==> src/rtl/segasys1_enc_pkg.sv <==
// Shared definitions for the Sega System 1 program encryptor:
// mode encodings, FSM states, swap table and the Type 1 / Type 2 helpers.
package segasys1_enc_pkg;

    localparam logic [1:0] MODE_PASS = 2'd0;
    localparam logic [1:0] MODE_T1   = 2'd1;
    localparam logic [1:0] MODE_T2   = 2'd2;

    localparam logic [7:0] SWAP_COUNT = 8'd24;

    typedef enum logic [2:0] {
        ST_IDLE    = 3'd0,
        ST_T2_RD   = 3'd1,
        ST_T2_CALC = 3'd2,
        ST_T1_SCAN = 3'd3,
        ST_DONE    = 3'd4
    } enc_state_e;

    // XOR mask the decryptor applies to the table byte when bit 7 of the
    // encrypted byte is set.
    function automatic logic [7:0] t1_xorv(input logic f);
        return {f, 1'b0, f, 1'b0, f, 3'b000};
    endfunction

    // Destination bit positions {A,B,C,D} for y[6], y[4], y[2], y[0].
    function automatic logic [11:0] swap_quad(input logic [4:0] sel);
        logic [11:0] q;
        case (sel)
            5'd0:    q = {3'd6, 3'd4, 3'd2, 3'd0};
            5'd1:    q = {3'd4, 3'd6, 3'd2, 3'd0};
            5'd2:    q = {3'd2, 3'd4, 3'd6, 3'd0};
            5'd3:    q = {3'd0, 3'd4, 3'd2, 3'd6};
            5'd4:    q = {3'd6, 3'd2, 3'd4, 3'd0};
            5'd5:    q = {3'd6, 3'd0, 3'd2, 3'd4};
            5'd6:    q = {3'd6, 3'd4, 3'd0, 3'd2};
            5'd7:    q = {3'd2, 3'd6, 3'd4, 3'd0};
            5'd8:    q = {3'd4, 3'd2, 3'd6, 3'd0};
            5'd9:    q = {3'd4, 3'd6, 3'd0, 3'd2};
            5'd10:   q = {3'd6, 3'd0, 3'd4, 3'd2};
            5'd11:   q = {3'd0, 3'd6, 3'd4, 3'd2};
            5'd12:   q = {3'd4, 3'd0, 3'd6, 3'd2};
            5'd13:   q = {3'd0, 3'd4, 3'd6, 3'd2};
            5'd14:   q = {3'd6, 3'd2, 3'd0, 3'd4};
            5'd15:   q = {3'd2, 3'd6, 3'd0, 3'd4};
            5'd16:   q = {3'd0, 3'd6, 3'd2, 3'd4};
            5'd17:   q = {3'd2, 3'd0, 3'd6, 3'd4};
            5'd18:   q = {3'd0, 3'd2, 3'd6, 3'd4};
            5'd19:   q = {3'd4, 3'd2, 3'd0, 3'd6};
            5'd20:   q = {3'd2, 3'd4, 3'd0, 3'd6};
            5'd21:   q = {3'd4, 3'd0, 3'd2, 3'd6};
            5'd22:   q = {3'd2, 3'd0, 3'd4, 3'd6};
            5'd23:   q = {3'd0, 3'd2, 3'd4, 3'd6};
            default: q = {3'd6, 3'd4, 3'd2, 3'd0};
        endcase
        return q;
    endfunction

    // Type 2 table index from the 16-bit address {m1, ad}.
    function automatic logic [6:0] t2_index(input logic [15:0] a);
        logic unused_bits;
        unused_bits = ^{a[13], a[11:10], a[8:7], a[5:4], a[2:1]};
        return {a[14], a[12], a[9], a[6], a[3], a[0], ~a[15]};
    endfunction

    // Type 2 forward transform: XOR, then move the even bits to the
    // positions that the decryptor's swap will pull them back from.
    function automatic logic [7:0] t2_encrypt(input logic [7:0] pt,
                                              input logic [7:0] xd,
                                              input logic [4:0] sd);
        logic [7:0]  y;
        logic [7:0]  c;
        logic [11:0] q;
        y = pt ^ xd;
        q = swap_quad(sd);
        c = y & 8'hAA;
        c[q[11:9]] = y[6];
        c[q[8:6]]  = y[4];
        c[q[5:3]]  = y[2];
        c[q[2:0]]  = y[0];
        return c;
    endfunction

    // Type 1 candidate k: unencrypted bits of pt, bits 7/5/3 taken from k.
    function automatic logic [7:0] t1_cand(input logic [7:0] pt, input logic [2:0] k);
        return (pt & 8'h57) | {k[2], 1'b0, k[1], 1'b0, k[0], 3'b000};
    endfunction

    // Type 1 table index for a candidate byte c at address a.
    function automatic logic [6:0] t1_index(input logic [15:0] a, input logic [7:0] c);
        logic f;
        logic unused_bits;
        unused_bits = ^{a[14:13], a[11:9], a[7:5], a[3:1], c[6], c[4], c[2:0]};
        f = c[7];
        return {a[12], a[8], a[4], a[0], ~a[15], c[5] ^ f, c[3] ^ f};
    endfunction

    // What the on-board decryptor produces for byte c given table data td.
    function automatic logic [7:0] t1_decrypt(input logic [7:0] c, input logic [7:0] td);
        return (c & 8'h57) | (td ^ t1_xorv(c[7]));
    endfunction

endpackage

==> src/rtl/segasys1_enc_tbl.sv <==
// 128x8 key table: written from the ROM download bus when the address
// falls in this table's 128-byte window, read synchronously by the engine.
module segasys1_enc_tbl #(
    parameter logic [24:0] BASE = 25'h60400
) (
    input  logic        clk,
    input  logic [18:0] rom_ad,
    input  logic [7:0]  rom_dt,
    input  logic        rom_en,
    input  logic [6:0]  rd_addr,
    output logic [7:0]  rd_data
);

    logic [7:0] mem_q [128];
    logic [7:0] rd_data_d;
    logic [7:0] rd_data_q;
    logic       wr_en;

    assign wr_en = rom_en && (rom_ad[18:7] == BASE[18:7]);

    // Download write port; contents are deliberately not reset.
    always_ff @(posedge clk) begin
        if (wr_en) begin
            mem_q[rom_ad[6:0]] <= rom_dt;
        end
    end

    // Read data for the address presented this cycle.
    always_comb begin
        rd_data_d = mem_q[rd_addr];
    end

    // Registered read: data appears the cycle after the address.
    always_ff @(posedge clk) begin
        rd_data_q <= rd_data_d;
    end

    assign rd_data = rd_data_q;

endmodule

==> src/rtl/segasys1_prgenc.sv <==
// Sega System 1 program encryptor: turns a plaintext byte at a CPU address
// into the byte the on-board decryptor maps back to it.
//
// state      | meaning
// IDLE       | waiting for a request
// T2_RD      | Type 2 index presented to T and S
// T2_CALC    | Type 2 table data back, build ciphertext
// T1_SCAN    | Type 1 candidate search, one table read per cycle
// DONE       | result held until out_ready
module segasys1_prgenc
    import segasys1_enc_pkg::*;
#(
    parameter logic [24:0] T1_BASE     = 25'h60400,
    parameter logic [24:0] T2_SWP_BASE = 25'h60480
) (
    input  logic        clk,
    input  logic        reset,
    input  logic [1:0]  mode,
    input  logic        in_valid,
    output logic        in_ready,
    input  logic        in_m1,
    input  logic [14:0] in_ad,
    input  logic [7:0]  in_pt,
    output logic        out_valid,
    input  logic        out_ready,
    output logic [7:0]  out_ct,
    output logic        out_err,
    input  logic [24:0] ROMAD,
    input  logic [7:0]  ROMDT,
    input  logic        ROMEN
);

    enc_state_e state_q, state_d;

    logic [15:0] a_q, a_d;
    logic [7:0]  pt_q, pt_d;
    logic [3:0]  issue_k_q, issue_k_d;
    logic        cmp_vld_q, cmp_vld_d;
    logic [2:0]  cmp_k_q, cmp_k_d;
    logic        out_valid_q, out_valid_d;
    logic [7:0]  out_ct_q, out_ct_d;
    logic        out_err_q, out_err_d;

    logic [6:0]  t_rd_addr;
    logic [6:0]  s_rd_addr;
    logic [7:0]  t_rd_data;
    logic [7:0]  s_rd_data;

    logic        accept;
    logic        is_pass;
    logic [7:0]  cmp_cand;
    logic        t1_match;
    logic        t1_last;
    logic        unused_romad_hi;

    assign unused_romad_hi = ^ROMAD[24:19];

    segasys1_enc_tbl #(.BASE(T1_BASE)) u_tbl_t (
        .clk     (clk),
        .rom_ad  (ROMAD[18:0]),
        .rom_dt  (ROMDT),
        .rom_en  (ROMEN),
        .rd_addr (t_rd_addr),
        .rd_data (t_rd_data)
    );

    segasys1_enc_tbl #(.BASE(T2_SWP_BASE)) u_tbl_s (
        .clk     (clk),
        .rom_ad  (ROMAD[18:0]),
        .rom_dt  (ROMDT),
        .rom_en  (ROMEN),
        .rd_addr (s_rd_addr),
        .rd_data (s_rd_data)
    );

    // Downloads take priority over new requests so a request never races a table write.
    assign in_ready = (state_q == ST_IDLE) && !out_valid_q && !ROMEN && !reset;
    assign accept   = in_valid && in_ready;
    assign is_pass  = (mode != MODE_T1) && (mode != MODE_T2);

    // Type 1 compare for the candidate whose table read returned this cycle.
    assign cmp_cand = t1_cand(pt_q, cmp_k_q);
    assign t1_match = cmp_vld_q && (t1_decrypt(cmp_cand, t_rd_data) == pt_q);
    assign t1_last  = cmp_vld_q && (cmp_k_q == 3'd7);

    // Table read addresses: T is shared by the Type 2 lookup and the Type 1 scan.
    always_comb begin
        s_rd_addr = t2_index(a_q);
        t_rd_addr = t1_index(a_q, t1_cand(pt_q, issue_k_q[2:0]));
        if (state_q == ST_T2_RD) begin
            t_rd_addr = t2_index(a_q);
        end
    end

    // State register.
    always_ff @(posedge clk) begin
        if (reset) begin
            state_q <= ST_IDLE;
        end else begin
            state_q <= state_d;
        end
    end

    // Next-state logic.
    always_comb begin
        state_d = state_q;
        case (state_q)
            ST_IDLE: begin
                if (accept) begin
                    if (mode == MODE_T1) begin
                        state_d = ST_T1_SCAN;
                    end else if (mode == MODE_T2) begin
                        state_d = ST_T2_RD;
                    end else begin
                        state_d = ST_DONE;
                    end
                end
            end
            ST_T2_RD:   state_d = ST_T2_CALC;
            ST_T2_CALC: state_d = ST_DONE;
            ST_T1_SCAN: begin
                if (t1_match || t1_last) begin
                    state_d = ST_DONE;
                end
            end
            ST_DONE: begin
                if (out_ready) begin
                    state_d = ST_IDLE;
                end
            end
            default: state_d = ST_IDLE;
        endcase
    end

    // Datapath and output next values.
    always_comb begin
        a_d         = a_q;
        pt_d        = pt_q;
        issue_k_d   = issue_k_q;
        cmp_vld_d   = 1'b0;
        cmp_k_d     = cmp_k_q;
        out_valid_d = out_valid_q;
        out_ct_d    = out_ct_q;
        out_err_d   = out_err_q;
        case (state_q)
            ST_IDLE: begin
                if (accept) begin
                    a_d       = {in_m1, in_ad};
                    pt_d      = in_pt;
                    issue_k_d = 4'd0;
                    if (is_pass) begin
                        out_valid_d = 1'b1;
                        out_ct_d    = in_pt;
                        out_err_d   = 1'b0;
                    end
                end
            end
            ST_T2_CALC: begin
                out_valid_d = 1'b1;
                if (s_rd_data >= SWAP_COUNT) begin
                    out_ct_d  = pt_q;
                    out_err_d = 1'b1;
                end else begin
                    out_ct_d  = t2_encrypt(pt_q, t_rd_data, s_rd_data[4:0]);
                    out_err_d = 1'b0;
                end
            end
            ST_T1_SCAN: begin
                if (!issue_k_q[3]) begin
                    cmp_vld_d = 1'b1;
                    cmp_k_d   = issue_k_q[2:0];
                    issue_k_d = issue_k_q + 4'd1;
                end
                // A match drops the read already in flight for the next k.
                if (t1_match) begin
                    cmp_vld_d   = 1'b0;
                    out_valid_d = 1'b1;
                    out_ct_d    = cmp_cand;
                    out_err_d   = 1'b0;
                end else if (t1_last) begin
                    cmp_vld_d   = 1'b0;
                    out_valid_d = 1'b1;
                    out_ct_d    = pt_q;
                    out_err_d   = 1'b1;
                end
            end
            ST_DONE: begin
                if (out_ready) begin
                    out_valid_d = 1'b0;
                end
            end
            default: ;
        endcase
    end

    // Datapath registers; operands and tables survive reset, outputs do not.
    always_ff @(posedge clk) begin
        if (reset) begin
            cmp_vld_q   <= 1'b0;
            out_valid_q <= 1'b0;
            out_ct_q    <= 8'h00;
            out_err_q   <= 1'b0;
        end else begin
            cmp_vld_q   <= cmp_vld_d;
            out_valid_q <= out_valid_d;
            out_ct_q    <= out_ct_d;
            out_err_q   <= out_err_d;
        end
        a_q       <= a_d;
        pt_q      <= pt_d;
        issue_k_q <= issue_k_d;
        cmp_k_q   <= cmp_k_d;
    end

    assign out_valid = out_valid_q;
    assign out_ct    = out_ct_q;
    assign out_err   = out_err_q;

endmodule

==> config.mk <==
export PLATFORM = sky130hd
export DESIGN_NAME = segasys1_prgenc
export DESIGN_NICKNAME = d
export VERILOG_FILES = /design/src/rtl/segasys1_enc_pkg.sv /design/src/rtl/segasys1_enc_tbl.sv /design/src/rtl/segasys1_prgenc.sv
export SDC_FILE = /design/constraint.sdc
export NUM_CORES = 2
export LEC_CHECK = 0
export BUFFER_PORTS_ARGS = -buffer_cell sky130_fd_sc_hd__buf_2
export CAP_MARGIN = 20
export CORE_ASPECT_RATIO = 0.7
export CORE_MARGIN = 2
export CORE_UTILIZATION = 39
export CTS_CLUSTER_SIZE = 28
export DETAILED_ROUTE_END_ITERATION = 6
export PLACE_DENSITY_LB_ADDON = 0.12
export SLEW_MARGIN = 25
export SYNTH_ARGS = -nofsm -noshare
export SYNTH_HDL_FRONTEND = slang
export SYNTH_SLANG_ARGS = --single-unit
==> constraint.sdc <==
create_clock -name clk -period 9.1 [get_ports clk]
set_clock_uncertainty 0.1 [all_clocks]
set_input_delay 0 -clock clk [delete_from_list [all_inputs] [get_ports clk]]
set_output_delay 0 -clock clk [all_outputs]
set_load 0.02 [all_outputs]
After elaboration in Yosys (flattened, before gate mapping)
Memory sizes are Yosys's and may differ from the RTL's. A register that Yosys moved wholly into a read port is not among the register bits.
Index checks and enable logic that the tools add are counted.
Storage, ports and cells
  word-level logic and storage cells: 126
  memory bits (read-only): 256
  output and inout port bits: 11
  input bits: 64
  memories kept: 3
  register bits: 45
  memory bits (writable): 2048
Memories
  u_tbl_s.mem_q: depth 128, bits a word 8, read ports 1, clocked after Yosys merged registers in 1, wr ports 1, line segasys1_enc_tbl.sv:14  | logic [7:0] mem_q [128];
  u_tbl_t.mem_q: depth 128, bits a word 8, read ports 1, clocked after Yosys merged registers in 1, wr ports 1, line segasys1_enc_tbl.sv:14
  (no name shown): depth 32, bits a word 8, read ports 1, clocked after Yosys merged registers in 0, wr ports 0, line segasys1_enc_pkg.sv:28  | case (sel)
Cells by class
  muxes and demuxes: 46
  equal/unequal tests: 18
  bitwise gates (word level): 10
  add/sub/neg operators: 1
  reductions and logical operators: 29
  magnitude comparators: 9
Operators with widths (count)
  2-to-1 mux 8 bit: 5
  bitwise mux 8 bit: 4
  == test 12 bit, second input constant: 2
  2-to-1 mux 12 bit: 2
  bitwise OR 7 x 8 -> 8 bit: 3
  one-hot mux 8 bit (3 select lines): 1
  2-to-1 mux 1 bit: 18
  < comparator 3 x 4 -> 1 bit, second input constant: 4
  XOR 8 bit: 2
  2-to-1 mux 3 bit: 5
  one-hot mux 3 bit (5 select lines): 1
  logical AND 1 bit: 13
  demux 1 bit (select 3 bit): 4
  >= comparator 3 x 1 -> 1 bit, second input constant: 4
  != test 2 bit, second input constant: 6
  == test 8 bit: 1
  >= comparator 8 x 5 -> 1 bit, second input constant: 1
  2-to-1 mux 4 bit: 2
  one-hot mux 4 bit (2 select lines): 1
  2-to-1 mux 7 bit: 1
  == test 3 x 2 -> 1 bit, second input constant: 2
  == test 3 bit, second input constant: 2
  AND reduction 2 bit: 3
  AND reduction 3 bit: 2
  19 further kinds: 24

Logic depth before layout (Yosys ltp)
  word-level depth: 13
  depth in mapped cells: 14
  gate-level depth less buffers: 10

Modules after synthesis
Synthesis repeated with hierarchy kept, for this count alone.
Second synthesis, totals
  cells, all modules: 3568
  area total of the unflattened synthesis: 82215.1 µm²
By module, submodules not included
  segasys1_enc_tbl at u_tbl_s: cells each 1627, instances 1, area each 39643.0 µm²
  segasys1_enc_tbl at u_tbl_t: cells each 1627, instances 1, area each 39636.8 µm²
  segasys1_prgenc: cells each 314, instances 1, area each 2935.3 µm²

Least setup slack after synthesis
OpenSTA, ideal clock, no wires.
  path kind: register to register
  start: reg state_q[2]
  end: reg out_ct_q[2] (netlist: out_ct[2])
  cell stages (with the launch flop): 11
  arrival: 3.185 ns
  path buffers: 1
  slack: 5.687 ns
  cell sequence: dfxtp_1 buf_2 nor3_1 nor4b_1 nand2_1 inv_1 a21oi_1 nor3_4 o221ai_1 o32ai_1 nor2_1
Between the ends
  word-level cells in the longest chain between the ends: 7
RTL lines
  start, declared: line segasys1_prgenc.sv:33  | enc_state_e state_q, state_d;
  start signal, assigned: line segasys1_prgenc.sv:100  | state_q <= state_d;
  logical NOT 3 bit: line segasys1_prgenc.sv:77  | assign in_ready = (state_q == ST_IDLE) && !out_valid_q && !ROMEN && !reset;
  logical AND 1 bit (3 in series): line segasys1_prgenc.sv:77
  net in_ready: line segasys1_prgenc.sv:20  | output logic in_ready,
  logical AND 1 bit: line segasys1_prgenc.sv:78  | assign accept = in_valid && in_ready;
  != test 2 bit (no source line)
  AND reduction 4 bit (no source line)
  end signal, assigned: line segasys1_prgenc.sv:206  | out_ct_q <= out_ct_d;
  end, declared: line segasys1_prgenc.sv:41  | logic [7:0] out_ct_q, out_ct_d;
The timed path passes the listed nets, and every way through them passes these cells.
A chain may end at the register's enable or synchronous reset.

Worst setup path after layout
  start: reg a_q[15]
  end: reg u_tbl_t.rd_data_q[3] (netlist: u_tbl_t.rd_data[3]), read port of u_tbl_t.mem_q
Between the ends
  word-level cells in the longest chain between the ends: 2
RTL lines
  start, declared: line segasys1_prgenc.sv:35  | logic [15:0] a_q, a_d;
  start signal, assigned: line segasys1_prgenc.sv:209  | a_q <= a_d;
  NOT 1 bit: line segasys1_enc_pkg.sv:62, segasys1_enc_pkg.sv:94
  2-to-1 mux 7 bit: line segasys1_prgenc.sv:90  | if (state_q == ST_T2_RD) begin
  end, declared: line segasys1_enc_tbl.sv:16  | logic [7:0] rd_data_q;
No other way between the ends.

==> reports/results.ini <==
[critical_path]
worstPathMaxFanout = 42
crit_top_cell = buf_4
cp-end-kind = flop
crit_arrival_ps = 5650
reg2reg_slack_ps = 3970
cp_num_buf_inv = 4
cpLargestDelayFamily = buffers and inverters
critPathLaunchType = flop
worstPathRequired_ps = 9620
critPathSlowestCell = buf_4
crit_path_cell_trace = buf_4 > inv_1 > o31ai_4 > buf_4 > buf_4 > nand3_1 > nand4_1 > nand4_1 > nor3_1 > nand3_1
worstSetupPathType = reg2reg
cpPeakStageDelay_ps = 640

[timing]
maxSlewHeadroom_pct = 20.3
fin_ws_ps = 3970
slew_violations = 0
layout_min_cycle_time_ps = 5130
fmax_ghz = 0.195
setup_tns_ps = 0
worstMarginPinSlew_ps = 1180
period_share_pct = 56.4
timing.final.hold_violations = 0
setup_viol = 0
rsz0062_at_grt = false

[cts]
htree_levels = 4
clkSinkCount = 2102
cts_setup_buffers = 0
cts_buffers = 213
clkSlewWorstSetupHoldPaths_ps = 60
insertion_delay_ps = 870
clock-root-buffer = clkbuf_16
clock_path_buffers = 4
cts_tree = built

[global_route]
grt-ovfl-total = 0
grtUsageTotal_pct = 21.6
grt_max_degree = 181
grt_pass1_wl_um = 337000
antenna_found_initial = 10
grt_pass1_vias = 44200

[placed_design]
post-place-ws_ps = 3960
port-buffer-count = 61
gp_congestion = 0.813
hpwl_um = 141000

[power_and_ir_drop]
leakagePower_nw = 30.0
irDropWorstVdd_v = 0.000143
power_density_mw_per_mm2 = 213

[floorplanning]
start_util_pct = 39.1
rows = 142
chipWidth_um = 557
die_area_mm2 = 0.218
io_pins = 75
die_h_um = 391
coreArea_mm2 = 0.214

[routing]
via_count = 46000
wl_per_cell_um = 29.0
drc = 0
dr.pass1.iters = 5
wl_um = 237000
via_per_inst = 5.64
ant_nets = 0
initialDrtViolationCount = 5495

[yosys]
yosys-top-cells-count = edfxtp_1, nand2_1, mux4_2, nor2_1, nand3_1
yosysMostFrequentCell = edfxtp_1
synth_nets = 5078
yosysUniqueCellTypes = 78
syn_avg_cell_area_um2 = 16.7
synth_area_leader_cell = edfxtp_1
synth_cells = 4998
yosysWarnings = 0
ys_ff_latch = 2102
netlist.area_leader.share_pct = 74.5
ys.flop_type = edfxtp_1
yosysSeqAreaShare_pct = 75.2
yosys-top-cells-area = edfxtp_1, mux4_2, nand2_1, nand3_1, mux2i_1
synth_edf_count = 2072
synthArstFlopShare_pct = 0
syn_area_mm2 = 0.0836

[final_layout]
drive_gt1_share_pct = 15.6
syn_to_final_growth_pct = 12.8
nNetsFinal = 5199

[outcome]
run_status = completed

[run]
maxCapViolations = 0

[min_path]
hold_path.class = in2reg

-- power breakdown --
part / switching, mW / internal (mW)
combinational: 0.723 / 0.308
sequential: 0.0295 / 10.6
clock: 3.71 / 4.70
-- metal layers --
metal	part of all wire (%)	track usage (%)	vias up
met5	0.0055	0	-
met4	1.8	4.37	2
met2	42	29.8	1655
met3	7.8	4.22	279
li1	-	-	19800
met1	48	34.9	24300
-- stage by stage --
stage	instances	total power, mW	util (%)	hold WS (ps)	area [um2]
5_1_grt	8161	20.7	44.1	57.7	94300
6_report	8165	20.1	44.1	52.0	94300
4_1_cts	8158	20.3	44.1	11.7	94200
2_1_floorplan	4998	11.4	-	-27.9	83600
3_5_place_dp	7724	11.9	40.8	78.3	87100
3_3_place_gp	7721	11.9	40.8	78.6	87000
-- worst reg2reg max path: stages (launching register included) --
cell and delay [ps]:
edfxtp_1 320, buf_4 630, inv_1 480, o31ai_4 450
buf_4 640, buf_4 440, nand3_1 110, nand4_1 270
nand4_1 490, nor3_1 610, nand3_1 330
-- area by class of cell --
type / instances / area (um2)
Antenna cell: 6 / 15.0
Clock buffer: 271 / 5640
Clock inverter: 104 / 841
Fill cell: 18800 / 119000
Inverter: 22 / 82.6
Multi-Input combinational cell: 2575 / 19500
Sequential cell: 2102 / 62800
Tap cell: 2880 / 3600
Timing Repair Buffer: 205 / 1810
-- registers in the layout (all words and copies together) (netlist names), 3 cells and up --
| name | flops |
|---|---|
| a_q | 9 |
| cmp_k_q | 3 |
| issue_k_q | 4 |
| out_ct | 8 |
| pt_q | 8 |
| state_q | 3 |
| u_tbl_s.mem_q | 1024 |
| u_tbl_s.rd_data | 8 |
| u_tbl_t.mem_q | 1024 |
| u_tbl_t.rd_data | 8 |
-- kinds of logic (layout without fill, tap and decap cells) --
family                     Yosys count  after routing  share of synthesized area (%)
AOI/OAI and AO/OA                  412            412                           3.33
xor gates and xnor gates             9              9                         0.0943
adders and majority gates           16             16                          0.240
buffers and inverters              321            602                           1.72
DFF                               2102           2102                           75.2
muxes                              476            476                           10.8
other                                0              6                              0
and+or+nand+nor                   1662           1662                           8.62
-- layout by cell type, fill, tap and decap left out, types with 46 or more instances in the layout --
cell type      instances
mux4_2               341
nand3_1              290
edfxtp_1            2072
clkbuf_1              52
a31oi_1               49
nand2_1              825
buf_2                 53
clkinv_1              46
nor2_1               304
clkbuf_16            216
a21oi_1              132
nand4_1               65
mux2i_1              121
buf_4                 70
dlygate4sd3_1         59
-- worst paths after layout --
kind                                             start                              end  depth (start not counted)
worst max-delay path                 a_q[15]$_DFFE_PP_       u_tbl_t.rd_data[3]$_DFF_P_                         10
worst min-delay path                         ROMAD[16]  u_tbl_s.mem_q[118][5]$_DFFE_PP_                          5
worst max register to register       a_q[15]$_DFFE_PP_       u_tbl_t.rd_data[3]$_DFF_P_                         10
worst min register to register  out_ct[4]$_SDFFE_PP0P_           out_ct[4]$_SDFFE_PP0P_                          2
-- timing repair --
action / 4_1_cts / 5_1_grt
hold endpoints to repair: 975 / 0
hold buffers: 59 / 0
resized for setup: 0 / 0
(Power assumes the default switching activity.)
